### config.mk
export PLATFORM = sky130hd
export DESIGN_NAME = pe_op_scheduler
export DESIGN_NICKNAME = d
export VERILOG_FILES = /design/src/rtl/pe_op_scheduler.sv
export SDC_FILE = /design/constraint.sdc
export NUM_CORES = 1
export LEC_CHECK = 0
export CORE_MARGIN = 8
export CORE_UTILIZATION = 55
export DETAILED_ROUTE_END_ITERATION = 10
export GPL_ROUTABILITY_DRIVEN = 0
export PLACE_DENSITY_LB_ADDON = 0.08
export SLEW_MARGIN = 20
export SYNTH_ARGS = -nofsm -noshare
export SYNTH_HDL_FRONTEND = slang
export SYNTH_SLANG_ARGS = --single-unit
### constraint.sdc
create_clock -name clk -period 5.9 [get_ports clk]
set_input_delay 1.475 -clock clk [delete_from_list [all_inputs] [get_ports clk]]
set_output_delay 1.475 -clock clk [all_outputs]
set_load 0.02 [all_outputs]
### src/rtl/pe_op_scheduler.sv
// Job sequencer for one PE: configures op mode, clears the accumulator, issues feed strobes, drains, reports done.
// Optional feature macro PE_SCHED_STALL_EN adds stall_i, which holds off feeds while in RUN.
module pe_op_scheduler #(
  parameter int unsigned LEN_BW    = 8,
  parameter int unsigned ITER_BW   = 4,
  parameter int unsigned DRAIN_CYC = 2
) (
  input  logic               clk,
  input  logic               rst,
`ifdef PE_SCHED_STALL_EN
  input  logic               stall_i,
`endif
  input  logic               req_valid_i,
  output logic               req_ready_o,
  input  logic [1:0]         req_mode_i,
  input  logic [LEN_BW-1:0]  req_len_i,
  input  logic [ITER_BW-1:0] req_iter_i,
  output logic [1:0]         gemm_uno_o,
  output logic               acc_clr_o,
  output logic               x_valid_o,
  output logic [ITER_BW-1:0] term_idx_o,
  output logic               busy_o,
  output logic               done_o
);

  localparam int unsigned DRAIN_BW = 4;

  typedef enum logic [2:0] {IDLE, CFG, RUN, DRAIN, DONE} state_t;

  state_t             state_q, state_d;
  logic [LEN_BW-1:0]  len_q, len_d, samp_q, samp_d;
  logic [ITER_BW-1:0] iter_q, iter_d, term_q, term_d;
  logic [DRAIN_BW-1:0] drain_q, drain_d;
  logic [1:0]         mode_q, mode_d;
  logic               ready_q, ready_d, clr_q, clr_d, xv_q, xv_d;
  logic               busy_q, busy_d, done_q, done_d;
  logic               stall;

`ifdef PE_SCHED_STALL_EN
  assign stall = stall_i;
`else
  assign stall = 1'b0;
`endif

  // State, counters and registered outputs
  always_ff @(posedge clk) begin
    if (rst) begin
      state_q <= IDLE;
      len_q   <= '0;
      samp_q  <= '0;
      iter_q  <= '0;
      term_q  <= '0;
      drain_q <= '0;
      mode_q  <= 2'b00;
      ready_q <= 1'b1;
      clr_q   <= 1'b0;
      xv_q    <= 1'b0;
      busy_q  <= 1'b0;
      done_q  <= 1'b0;
    end else begin
      state_q <= state_d;
      len_q   <= len_d;
      samp_q  <= samp_d;
      iter_q  <= iter_d;
      term_q  <= term_d;
      drain_q <= drain_d;
      mode_q  <= mode_d;
      ready_q <= ready_d;
      clr_q   <= clr_d;
      xv_q    <= xv_d;
      busy_q  <= busy_d;
      done_q  <= done_d;
    end
  end

  // Next state and next-cycle output values; a RUN cycle advances only if it actually fed
  always_comb begin
    state_d = state_q;
    len_d   = len_q;
    samp_d  = samp_q;
    iter_d  = iter_q;
    term_d  = term_q;
    drain_d = drain_q;
    mode_d  = mode_q;

    unique case (state_q)
      IDLE: begin
        if (req_valid_i && ready_q) begin
          mode_d  = req_mode_i;
          len_d   = req_len_i;
          iter_d  = (req_mode_i == 2'b00 || req_iter_i == '0) ? ITER_BW'(1) : req_iter_i;
          state_d = CFG;
        end
      end
      CFG: begin
        term_d  = '0;
        samp_d  = '0;
        drain_d = '0;
        state_d = (len_q != '0) ? RUN : DONE;
      end
      RUN: begin
        if (xv_q) begin
          if (term_q == iter_q - ITER_BW'(1)) begin
            term_d = '0;
            if (samp_q == len_q - LEN_BW'(1)) begin
              drain_d = '0;
              state_d = DRAIN;
            end else begin
              samp_d = samp_q + LEN_BW'(1);
            end
          end else begin
            term_d = term_q + ITER_BW'(1);
          end
        end
      end
      DRAIN: begin
        if (drain_q == DRAIN_BW'(DRAIN_CYC - 1)) begin
          state_d = DONE;
        end else begin
          drain_d = drain_q + DRAIN_BW'(1);
        end
      end
      DONE: begin
        state_d = IDLE;
      end
      default: begin
        state_d = IDLE;
      end
    endcase

    ready_d = (state_d == IDLE);
    clr_d   = (state_d == CFG);
    xv_d    = (state_d == RUN) && !stall;
    busy_d  = (state_d != IDLE);
    done_d  = (state_d == DONE);
  end

  assign req_ready_o = ready_q;
  assign gemm_uno_o  = mode_q;
  assign acc_clr_o   = clr_q;
  assign x_valid_o   = xv_q;
  assign term_idx_o  = term_q;
  assign busy_o      = busy_q;
  assign done_o      = done_q;

endmodule

==> results of run 1 <==
-- kinds of logic (layout without fill, tap and decap cells) --
group	count (synthesis)	count (layout)	synth area share (%)
compound gates	48	48	15.45
xor+xnor	17	17	7.151
fa+ha+maj	7	7	4.207
buf+inv	21	45	4.147
flops	38	38	36.54
mux	5	5	2.404
simple gates	126	126	30.11
-- flip-flops by register name (all words and copies together) (netlist names) --
name         flops
term_idx_o       4
drain_q          4
done_o           1
gemm_uno_o       2
state_q          3
acc_clr_o        1
busy_o           1
samp_q           8
len_q            8
iter_q           4
x_valid_o        1
req_ready_o      1
-- worst max path at each step --
stage                 from                     end  cells past startpoint
2_1_floorplan  req_valid_i  iter_q[0]$_SDFFE_PP0P_                      5
3_3_place_gp   req_valid_i    x_valid_o$_SDFF_PP0_                      6
3_5_place_dp   req_valid_i    x_valid_o$_SDFF_PP0_                      6
6_report       req_valid_i    x_valid_o$_SDFF_PP0_                      6
5_1_grt        req_valid_i  req_ready_o$_SDFF_PP1_                      6
4_1_cts        req_valid_i    x_valid_o$_SDFF_PP0_                      6
-- cells in the final DEF, fill, tap and decap left out, drive strengths merged, types with 2 or more instances in the layout --
cell type       n
a211oi          3
nor3b           3
nand2          39
ha              7
or3             5
inv             9
a21oi          22
nor2b           2
mux2i           5
a21o            2
nand3          16
or4             2
nand3b          3
a31oi           3
nor3           15
or2             4
xnor2          13
clkdlybuf4s50  27
clkbuf          7
xor2            4
nand4           4
o21a            2
buf             2
dfxtp          38
nor4            5
o21ai           6
and2            3
nor2           20
-- where the power goes --
group	total [W]	leakage, nW	switching (W)	internal (W)
registers	0.000295	0.309	0.0000207	0.000275
clock network	0.000169	0.0383	0.0000878	0.0000814
logic	0.000170	0.516	0.0000947	0.0000751
-- critical path, delay by kind of cell --
family / cells / cell delay, ns
and+or+nand+nor: 4 / 1.09
AOI/OAI and AO/OA: 1 / 0.18
buffers and inverters: 1 / 0.46
-- metal layers --
metal / GRT usage, % / vias to the layer above / wire length (um)
met5: 0 / - / 0
met4: 5.094 / 0 / 40
met3: 5.300 / 4 / 199
met2: 25.70 / 36 / 2194
met1: 20.28 / 849 / 2321
li1: - / 968 / -
-- through the flow --
step	hold slack (ns)	cells	area, um2	worst slack (ns)	util, %
2_1_floorplan	0.4450	262	2082	3.448	-
3_3_place_gp	0.4452	327	2375	2.656	64.87
3_5_place_dp	0.4527	327	2375	2.590	64.87
4_1_cts	0.4626	334	2451	2.886	66.95
5_1_grt	0.5080	334	2451	2.792	66.95
6_report	0.4591	334	2451	2.874	66.95
-- area by class of cell --
class,instances,area (um2)
clock buffer,7,76.32
fill,327,1210
inverter,9,33.78
multi-input combinational,203,1235
sequential,38,760.7
tap,48,60.06
timing repair buffer,29,285.3
==> out/qor.yml, run 1 <==
status: "completed"
synthCells: 262
min_from: "gemm_uno_o[1]$_SDFFE_PP0P_"
synth.most_common_cell: "nand2_1"
routed_wl_mm: 4.756
row_count: 22
p_per_area_nw_per_um2: 258.8
rrSetupSlack_ns: 3.28
htree_num_levels: 2
vdd_drop_max_v: 0.0001635
ys_warn_count: 0
synth.avg_cell_area_um2: 7.947
fmax_mhz: 330.5
crit_slowest_cell: "nor2_1"
seq_area_frac_synth_pct: 36.54
grt_use_total_pct: 16.20
max_cap_violations: 0
vias: 1857
syn-num-nets: 286
yosys.area.top_type_share_pct: 36.54
drtIter0Drc: 188
grt_overflow: 0
tns_ns: 0
reg2reg_depth: 7
core_region_area_um2: 3661
crit_top_cell: "nor2_1"
clock_path_buffers: 2
finalPower_w: 0.0006345
post-route-drc-count: 0
worstHoldPathType: "reg -> reg"
critPathMaxStageDelay_ns: 0.71
worst_clock_skew_ns: 0.008148
crit_required_ns: 6.08
vias_per_cell: 5.560
synth_area_leaders: "dfxtp_1 (37%), nand2_1 (7.0%), xnor2_1 (5.5%), a21oi_1 (5.3%), ha_1 (4.2%)"
crit_type: "in -> reg"
root_buffer: "clkbuf_8"
grt_pass1_vias: 1822
finalCritPeriodShare_pct: 51.29
synth.top_cells.by_count: "nand2_1 (39), dfxtp_1 (38), a21oi_1 (22)"
dr.pass1.iters: 4
hpwlAfterDp_mm: 3.436
post-cts-setup-buffer-count: 0
routedWlPerCell_um: 14.24
dieArea_um2: 6010
yosysTopAreaCell: "dfxtp_1"
cts_hold_buf: 0
post-route-min-period_ns: 3.026
grt_pass1_wl_mm: 8.169
n_antenna_cell: 0
die_h_um: 77.53
clk_pin_slew_worst_paths_ns: 0.07
cts_resized: 0
cts_made_buffers: 5
r2r_end: "x_valid_o$_SDFF_PP0_"
final-setup-viol-count: 0
synthesis.area_um2: 2082
initial_utilization_pct: 56.87
final_max_slew_viol_count: 0
start_kind: "input port"
clock_sink_count: 38
worst_pin_slew_ns: 0.9285
cts_tree: "done"
drive_gt1_share_pct: 5.245
synth_edf_count: 0
hold_viol_final: 0
clock_latency_ns: 0.29
numPortBuffers: 27
crit_chain: "clkdlybuf4s50_1 > nand3_1 > nor2_1 > nor2_1 > o21a_1 > and2_1"
hold_depth: 2
cp_max_fo: 14
io_pins: 28
ys_async_sr_fraction_pct: 0
ys_ff_latch: 38
hold_path_end: "gemm_uno_o[1]$_SDFFE_PP0P_"
grt_max_degree: 39
area_growth_pct: 17.73
slew_headroom_pct: 37.87
arrival_ns: 3.21
antenna_found_initial: 0
finalNetCount: 310
reg2reg_from: "len_q[2]$_SDFFE_PP0P_"
synthFlopType: "dfxtp_1"
ant_nets: 0
die_x_um: 77.53
leakage_nw: 0.8636
yosysUniqueCellTypes: 44
rsz0062_at_grt: "false"
worstSetupEndpointType: "flop"
(Power assumes the default switching activity.)
==> run 2, diff against run 1 <==
--- a/config.mk
+++ b/config.mk
@@ -6,7 +6,7 @@
 export NUM_CORES = 1
 export LEC_CHECK = 0
 export CORE_MARGIN = 8
-export CORE_UTILIZATION = 55
+export CORE_UTILIZATION = 54
 export DETAILED_ROUTE_END_ITERATION = 10
 export GPL_ROUTABILITY_DRIVEN = 0
 export PLACE_DENSITY_LB_ADDON = 0.08
==> constraint.sdc (replaced) <==
create_clock -name clk -period 2.9 [get_ports clk]
set_input_delay 0.725 -clock clk [delete_from_list [all_inputs] [get_ports clk]]
set_output_delay 0.725 -clock clk [all_outputs]
set_load 0.02 [all_outputs]
==> run 2 against run 1 <==
Global-route usage down 0.46 points. Highest routed layer unchanged. Critical endpoint unchanged. Largest cell class unchanged. Clock skew fell by 0.0058 ns. First-iteration DRC count down 24%.
==> out/qor.yml, run 2 (synthesis gave the netlist of run 1 again) <==
status: "completed"
multi_input_area_um2: 1235
min_from: "gemm_uno_o[1]$_SDFFE_PP0P_"
fin_util_pct: 66.76
r2r_end: "x_valid_o$_SDFF_PP0_"
reg2reg_from: "len_q[2]$_SDFFE_PP0P_"
grt_overflow: 0
cts_hold_buf: 0
post-cts-setup-buffer-count: 0
worst_clock_skew_ns: 0.002309
layout_commonest_cell: "nand2_1"
pre_cts_ws_ns: 0.3948
cp_max_fo: 7
grt_use_total_pct: 15.75
dr.pass1.iters: 4
hpwlAfterDp_mm: 3.299
power_frac_comb_pct: 26.8
area_growth_pct: 18.27
fill_cells: 335
routed_wl_mm: 4.582
reg2reg_depth: 7
tns_ns: 0
io_pins: 28
grt_max_degree: 36
cts_tree: "done"
worst_slack_ns: 0.3842
ant_nets: 0
initial_utilization_pct: 56.45
die_x_um: 78.10
start_kind: "flop"
max_cap_violations: 0
root_buffer: "clkbuf_8"
vdd_drop_max_v: 0.0004238
final_max_slew_viol_count: 0
clock_sink_count: 38
internal-power_w: 0.0008801
p_sw_w: 0.0004153
drive_gt1_share_pct: 5.923
worstSetupEndpointType: "flop"
dieArea_um2: 6099
numPortBuffers: 27
rrSetupSlack_ns: 0.38
grt_pass1_vias: 1827
vias_per_cell: 5.707
cts_made_buffers: 5
crit_required_ns: 3.09
switching_share_pct: 32.06
drtIter0Drc: 142
clk_pin_slew_worst_paths_ns: 0.07
clock_latency_ns: 0.29
final_area_um2: 2462
hold_depth: 2
rsz0062_at_grt: "false"
placed_area_um2: 2382
grt_pass1_wl_mm: 8.052
htree_num_levels: 2
seq_power_share_pct: 46.3
worst_pin_slew_ns: 0.6606
arrival_ns: 2.71
post-route-drc-count: 0
finalCritPeriodShare_pct: 86.75
top_regs: "len_q: 8 flops, samp_q: 8 flops"
worstHoldPathType: "reg -> reg"
dpl.cell_count: 328
routedWlPerCell_um: 13.68
hold_viol_final: 0
post-route-min-period_ns: 2.516
register_area_um2: 760.7
core_region_area_um2: 3689
slew_headroom_pct: 55.87
vias: 1912
leakage_nw: 0.8676
stdcell_count: 335
clock_path_buffers: 2
antenna_found_initial: 0
power_frac_clock_pct: 27.0
hold_path_end: "gemm_uno_o[1]$_SDFFE_PP0P_"
crit_type: "reg -> reg"
die_h_um: 78.10
fmax_mhz: 397.5
final-setup-viol-count: 0
p_per_area_nw_per_um2: 526.1
row_count: 22
cts_resized: 0
finalNetCount: 311
final_cell_mix: "nand2_1 (39), dfxtp_1 (38), clkdlybuf4s50_1 (27)"
n_antenna_cell: 0
[run 2: cell types whose count changed in the layout (fill, tap and decap cells not counted), sizes merged]
cell      change
clkinvlp      +1
clkbuf        -1
buf           +1
[run 2: worst max path at each step]
stage                                start                endpoint  slack [ns]  cells after the start
floorplan           iter_q[0]$_SDFFE_PP0P_  samp_q[4]$_SDFFE_PP0P_        0.49                      8
global placement     len_q[2]$_SDFFE_PP0P_    x_valid_o$_SDFF_PP0_        0.45                      7
detailed placement   len_q[2]$_SDFFE_PP0P_    x_valid_o$_SDFF_PP0_        0.39                      7
CTS                  len_q[2]$_SDFFE_PP0P_    x_valid_o$_SDFF_PP0_        0.38                      7
global route         len_q[2]$_SDFFE_PP0P_    x_valid_o$_SDFF_PP0_        0.20                      7
finish               len_q[2]$_SDFFE_PP0P_    x_valid_o$_SDFF_PP0_        0.38                      7
[run 2: stage by stage]
stage	total power (W)	hold WS [ns]
after floorplan	0.0008585	0.4450
after detailed placement	0.0009553	0.4489
final	0.001295	0.4586
after global routing	0.001374	0.4950
after CTS	0.001308	0.4593
after global placement	0.0009514	0.4419
[run 2: area by class of cell]
type,count,share of cell area (%)
sequential,38,30.89
clock inverter,1,0.3049
multi-input combinational,203,50.15
tap,48,2.439
clock buffer,6,2.947
timing repair buffer,30,11.89
inverter,9,1.372
[run 2: routing by layer]
layer / global-route usage (%) / vias to the layer above / part of all wire, %
met5: 0 / - / 0
met4: 7.037 / 0 / 1.6
met3: 4.214 / 10 / 4.1
met2: 26.26 / 34 / 48
met1: 18.47 / 889 / 47
li1: - / 979 / -
[run 2: critical path, cell delays in order, from the launching register on]
cell and delay, ns:
dfxtp_1 0.37, or4_4 0.56, a211oi_1 0.27, o32ai_2 0.13, a2111oi_4 0.37, nand3_1 0.30, o21a_1 0.28, and2_1 0.14
[run 2: power by group through the flow]
| stage | combinational, W | clock [W] | sequential [W] |
|---|---|---|---|
| detailed placement | 0.000346 | 0 | 0.000610 |
| finish | 0.000347 | 0.000349 | 0.000600 |
| global placement | 0.000343 | 0 | 0.000609 |
| global route | 0.000386 | 0.000382 | 0.000606 |
| CTS | 0.000348 | 0.000361 | 0.000599 |
| floorplan | 0.000246 | 0 | 0.000613 |
==> edit 1, RTL diff (settings of run 2) <==
The option `PE_SCHED_STALL_EN` is turned on by a define.
--- a/src/rtl/pe_op_scheduler.sv
+++ b/src/rtl/pe_op_scheduler.sv
@@ -2,2 +2,4 @@
 // Optional feature macro PE_SCHED_STALL_EN adds stall_i, which holds off feeds while in RUN.
+`define PE_SCHED_STALL_EN
+
 module pe_op_scheduler #(
Interface: changed (added stall_i); port bits go from 28 to 29. No check against the original RTL was run, so the function may have changed too.
==> edit 1 against run 2 <==
  * Sequential cell count unchanged
  * Area after synthesis up 0.12%
  * Fmax up 0.64%
  * Power up 4.1%
  * Critical path depth up 2
  * Final area up 0.91%
  * Worst setup slack better by 0.016 ns
  * Critical path type unchanged
  * Sequential share of layout area down 0.28 points
  * Routed wire length down 2.1%
  * Largest cell class unchanged
==> edit 1: results (changes against run 2) <==
Run status:
- Run status: completed (unchanged).

Setup path:
- The critical-path maximum fanout is 13 (was 7).
- The launch point of the worst path was len_q[0] (was len_q[2]).
- The highest cell delay on the worst timing path was 0.44 ns (was 0.56 ns).
- The arrival time of the worst setup path is 2.72 ns (was 2.71 ns).
- The family with the most delay on the worst path is simple AND/OR/NAND/NOR gates (was compound AO/OA/AOI/OAI gates).
- The cell type of the slowest stage on the worst timing path is sky130_fd_sc_hd__dfxtp_1 (was sky130_fd_sc_hd__or4_4).

Yosys:
- The proportion of synthesized chip area in sequential cells is 36.5% (about the same).
- Synth area leaders: sky130_fd_sc_hd__dfxtp_1 (36%), sky130_fd_sc_hd__nand2_1 (6.8%), sky130_fd_sc_hd__xor2_1 (5.9%) (was sky130_fd_sc_hd__dfxtp_1 (37%), sky130_fd_sc_hd__nand2_1 (7.0%), sky130_fd_sc_hd__xnor2_1 (5.5%)).
- The net count after synthesis was 275 (was 286).
- The number of distinct library cells after synthesis came to 52 (was 44).
- Commonest cells in the netlist: sky130_fd_sc_hd__dfxtp_1 (38), sky130_fd_sc_hd__nand2_1 (38), sky130_fd_sc_hd__a21oi_1 (23) (was sky130_fd_sc_hd__nand2_1 (39), sky130_fd_sc_hd__dfxtp_1 (38), sky130_fd_sc_hd__a21oi_1 (22)).

GRT:
- The global-route wire length before repair is 7850 um (was 8050 um).
- The number of antenna violations at the first check in global routing came to 0 (unchanged).
- The pin count of the biggest net entering global routing is 34 (was 36).
- The via count of the first global-routing pass came to 1,757 (was 1,827).
- The combined global-route utilization of all metal layers is 15.3% (was 15.7%).

Clocking:
- The maximum level of the CTS H-tree is 2 (unchanged).
- The total CTS buffers came to 5 (unchanged).
- The post-CTS repair timing setup buffer count is 0 (unchanged).
- The clock transition time at the flip-flop clock pins of the worst setup and hold paths is 0.07 ns (about the same).
- The clock root buffer is sky130_fd_sc_hd__clkbuf_8 (unchanged).

Timing:
- The worst clock skew on the final layout is 0.00446 ns (was 0.00231 ns).
- The tightest slew margin relative to the limit is 59.1% (was 55.9%).

Route:
- The total routed wirelength was 4490 um (was 4580 um).
- The number of iterations in the first detailed-routing pass was 4 (unchanged).
- The number of DRC violations after detailed-routing iteration 0 came to 129 (was 142).
- The routed via count divided by cell count was 5.45 (was 5.71).

Power and ir drop:
- The switching part of the total came to 31.6% (was 32.1%).
- The largest voltage drop on the vdd net came to 0.390 mV (was 0.424 mV).
- The leakage power figure is 0.000985 uW (was 0.000868 uW).

Place:
- The detailed placer's ending HPWL came to 3320 um (was 3300 um).
- The quantity of I/O buffers inserted on ports is 28 (was 27).

Cells and area:
- The share of cells above drive strength 1 is 10.8% (was 5.92%).
- The number of inserted diodes is 0 (unchanged).
- The total number of nets in the final design came to 303 (was 311).
- Largest registers: len_q (8), samp_q (8) (unchanged).

Hold path:
- The hold path startpoint is gemm_uno_o[1] (unchanged).
## edit 1: cell types whose count changed in the layout (fill, tap and decap cells not counted), moves of 4 or more
cell / run 2 / this run
sky130_fd_sc_hd__xnor2_1: 13 / 4
sky130_fd_sc_hd__nor3_1: 15 / 10
sky130_fd_sc_hd__o21ai_0: 6 / 2
sky130_fd_sc_hd__nand3_1: 16 / 8
sky130_fd_sc_hd__xor2_1: 4 / 14
## edit 1: power by group through the flow
| stage | registers, uW | logic (uW) | clock network [uW] |
|---|---|---|---|
| global route | 611 | 418 | 408 |
| finish | 603 | 377 | 369 |
| global placement | 614 | 375 | 0 |
| detailed placement | 615 | 377 | 0 |
| CTS | 603 | 380 | 376 |
| floorplan | 619 | 265 | 0 |
## edit 1: kinds of logic (layout without fill, tap and decap cells)
family / count (synthesis) / after routing / share of synthesized area (%)
DFF: 38 / 38 / 36.5
muxes: 4 / 4 / 1.92
AOI/OAI and AO/OA: 44 / 44 / 14.8
buffers and inverters: 18 / 47 / 4.20
xor gates and xnor gates: 18 / 18 / 7.56
and+or+nand+nor: 121 / 121 / 30.9
adders and majority gates: 7 / 7 / 4.20
## edit 1: tightest hold or removal path, cell delays in order (launching register included)
cell and delay [ns]:
sky130_fd_sc_hd__dfxtp_1 0.31, sky130_fd_sc_hd__nand2_1 0.05, sky130_fd_sc_hd__a21oi_1 0.05
## edit 1: cell type report
cell class | instances | area [um2]
clock inverter | 1 | 5.00
multi-input combinational | 194 | 1240
fill | 329 | 1200
timing repair buffer | 32 | 310
sequential | 38 | 761
clock buffer | 7 | 86.3
inverter | 7 | 26.3
tap | 48 | 60.1
## edit 1: metal layers
layer	part of all wire, %	global-route usage (%)	vias up
met3	5.1	4.67	6
met5	0	0	-
li1	-	-	927
met2	45	23.0	38
met1	49	19.9	811
met4	1.4	5.93	0
## edit 1: worst paths after layout
kind | to | slack [ns] | cells past startpoint
setup / recovery | samp_q[7] | 0.40 | 9
hold / removal | gemm_uno_o[1] | 0.45 | 2
setup reg to reg | samp_q[7] | 0.40 | 9
hold reg to reg | gemm_uno_o[1] | 0.45 | 2
## edit 1: through the flow
stage          instances  instance area [um2]  setup slack, ns  utilization [%]
6_report             327                 2480            0.400             67.4
5_1_grt              327                 2480            0.166             67.4
4_1_cts              327                 2480            0.388             67.4
3_5_place_dp         319                 2390            0.423             64.9
3_3_place_gp         319                 2390            0.508             64.9
2_1_floorplan        250                 2080            0.613                -
==> edit 2, RTL diff (flow settings as in run 2) <==
Without the edit above. Register the input `req_mode_i` before use, with the module's reset. The logic sees it one clock later. The other inputs are not delayed to match.
--- a/src/rtl/pe_op_scheduler.sv
+++ b/src/rtl/pe_op_scheduler.sv
@@ -28,2 +28,12 @@
   typedef enum logic [2:0] {IDLE, CFG, RUN, DRAIN, DONE} state_t;
+
+  logic [1:0] req_mode_q;
+
+  always_ff @(posedge clk) begin
+    if (rst) begin
+      req_mode_q <= '0;
+    end else begin
+      req_mode_q <= req_mode_i;
+    end
+  end
 
@@ -88,5 +98,5 @@
         if (req_valid_i && ready_q) begin
-          mode_d  = req_mode_i;
+          mode_d  = req_mode_q;
           len_d   = req_len_i;
-          iter_d  = (req_mode_i == 2'b00 || req_iter_i == '0) ? ITER_BW'(1) : req_iter_i;
+          iter_d  = (req_mode_q == 2'b00 || req_iter_i == '0) ? ITER_BW'(1) : req_iter_i;
           state_d = CFG;
Formal check against the unedited RTL: not equivalent (a bounded check fails within 4 cycles, from zero or initial values and one cycle with rst high).
==> edit 2 against run 2 <==
  * Area after synthesis fell by 0.78%
  * Count of clock-buffer cells in the layout rose by 2
  * Routed wire length rose by 1.1%
  * Sequential cell count rose by 2
  * Synthesized cell count fell by 5.0%
  * Final area rose by 0.20%
  * Power rose by 12%
  * Die area fell by 0.63%
  * Via count fell by 3.7%
  * Worst setup slack got worse by 0.0023 ns
  * Hold slack got worse by 0.0032 ns
  * Clock power rose by 8.0%
  * Critical endpoint is now acc_clr_o
==> edit 2: results (changes against run 2) <==
Run status:
- Run status: completed (unchanged).

Yosys:
- The share of the synthesized area in compound gates (AO/OA/AOI/OAI) was 18.4% (was 15.4%).
- Commonest cells in the netlist: sky130_fd_sc_hd__dfxtp_1 (40), sky130_fd_sc_hd__nand2_1 (40), sky130_fd_sc_hd__a21oi_1 (26) (was sky130_fd_sc_hd__nand2_1 (39), sky130_fd_sc_hd__dfxtp_1 (38), sky130_fd_sc_hd__a21oi_1 (22)).
- The post-synthesis xor/xnor area fraction is 6.18% (was 7.15%).
- The number of distinct library cells after synthesis was 50 (was 44).
- The cell count after synthesis is 249 (was 262).
- The adder-cell area share of the yosys netlist is 4.24% (was 4.21%).
- The proportion of synthesized chip area in sequential cells is 38.8% (was 36.5%).
- Synth area leaders: sky130_fd_sc_hd__dfxtp_1 (39%), sky130_fd_sc_hd__nand2_1 (7.3%), sky130_fd_sc_hd__a21oi_1 (6.3%) (was sky130_fd_sc_hd__dfxtp_1 (37%), sky130_fd_sc_hd__nand2_1 (7.0%), sky130_fd_sc_hd__xnor2_1 (5.5%)).

Power and ir drop:
- The leakage power figure is 0.000878 uW (was 0.000868 uW).
- The largest voltage drop on the vdd net is 0.404 mV (was 0.424 mV).
- The share of power burned in the clock network came to 25.9% (was 27.0%).
- The combinational cell power was 433 uW (was 347 uW).

Cells and area:
- The total number of nets in the final design was 301 (was 311).
- The share of cells above drive strength 1 came to 6.47% (was 5.92%).
- The count of filler cells inserted in the layout is 323 (was 335).

Setup path:
- The arrival time of the worst setup path is 2.76 ns (was 2.71 ns).
- The family with the most delay on the worst path was simple AND/OR/NAND/NOR gates (was compound AO/OA/AOI/OAI gates).
- The highest cell delay on the worst timing path is 0.58 ns (was 0.56 ns).

Route:
- The total routed wirelength is 4630 um (was 4580 um).
- The number of DRC violations after detailed-routing iteration 0 came to 83 (was 142).
- The met3 wire length was 160 um (was 188 um).
- The routed via count divided by cell count is 5.65 (was 5.71).

Timing:
- The worst clock skew on the final layout came to 0.00586 ns (was 0.00231 ns).

GRT:
- The met3 demand-to-capacity share in global routing came to 3.69% (was 4.21%).
- The met2 usage in global routing is 26.3% (about the same).
- The global-route wire length before repair is 8120 um (was 8050 um).
- The pin count of the biggest net entering global routing is 30 (was 36).

Place:
- The number of instances in the placed design is 318 (was 328).
- The detailed placer's ending HPWL is 3490 um (was 3300 um).
[edit 2: per-stage QoR]
| step | util (%) | area [um2] | total power [uW] |
|---|---|---|---|
| after global placement | 64.9 | 2380 | 1090 |
| after detailed placement | 64.9 | 2380 | 1090 |
| after CTS | 67.4 | 2470 | 1470 |
| after global routing | 67.4 | 2470 | 1550 |
| after floorplan | - | 2070 | 958 |
| final | 67.4 | 2470 | 1460 |
[edit 2: layout make-up]
type,count,area [um2],area share (%)
Clock buffer,8,90.1,3.65
Inverter,7,26.3,1.06
Multi-Input combinational cell,193,1200,48.5
Sequential cell,40,801,32.5
Tap cell,48,60.1,2.43
Timing Repair Buffer,30,293,11.9
[edit 2: path summary, 6_finish.rpt]
kind,depth (start not counted),endpoint,slack (ns),start
hold reg to reg,2,gemm_uno_o[0],0.46,gemm_uno_o[0]
setup reg to reg,6,acc_clr_o,0.38,len_q[2]
setup / recovery,6,acc_clr_o,0.38,len_q[2]
hold / removal,2,gemm_uno_o[0],0.46,gemm_uno_o[0]
[edit 2: worst register-to-register path, cell delays in order (launching register included)]
cell and delay (ns):
sky130_fd_sc_hd__dfxtp_1 0.37, sky130_fd_sc_hd__or4_4 0.58, sky130_fd_sc_hd__or3_1 0.43, sky130_fd_sc_hd__a2111oi_4 0.41, sky130_fd_sc_hd__nand3_2 0.19, sky130_fd_sc_hd__o21ai_2 0.30, sky130_fd_sc_hd__and3_1 0.18
[edit 2: cells by family (layout without fill, tap and decap cells)]
| logic type | Yosys count | after routing |
|---|---|---|
| simple gates | 111 | 111 |
| compound gates | 59 | 59 |
| mux | 3 | 3 |
| xor+xnor | 13 | 13 |
| flops | 40 | 40 |
| fa+ha+maj | 7 | 7 |
| buf+inv | 16 | 45 |
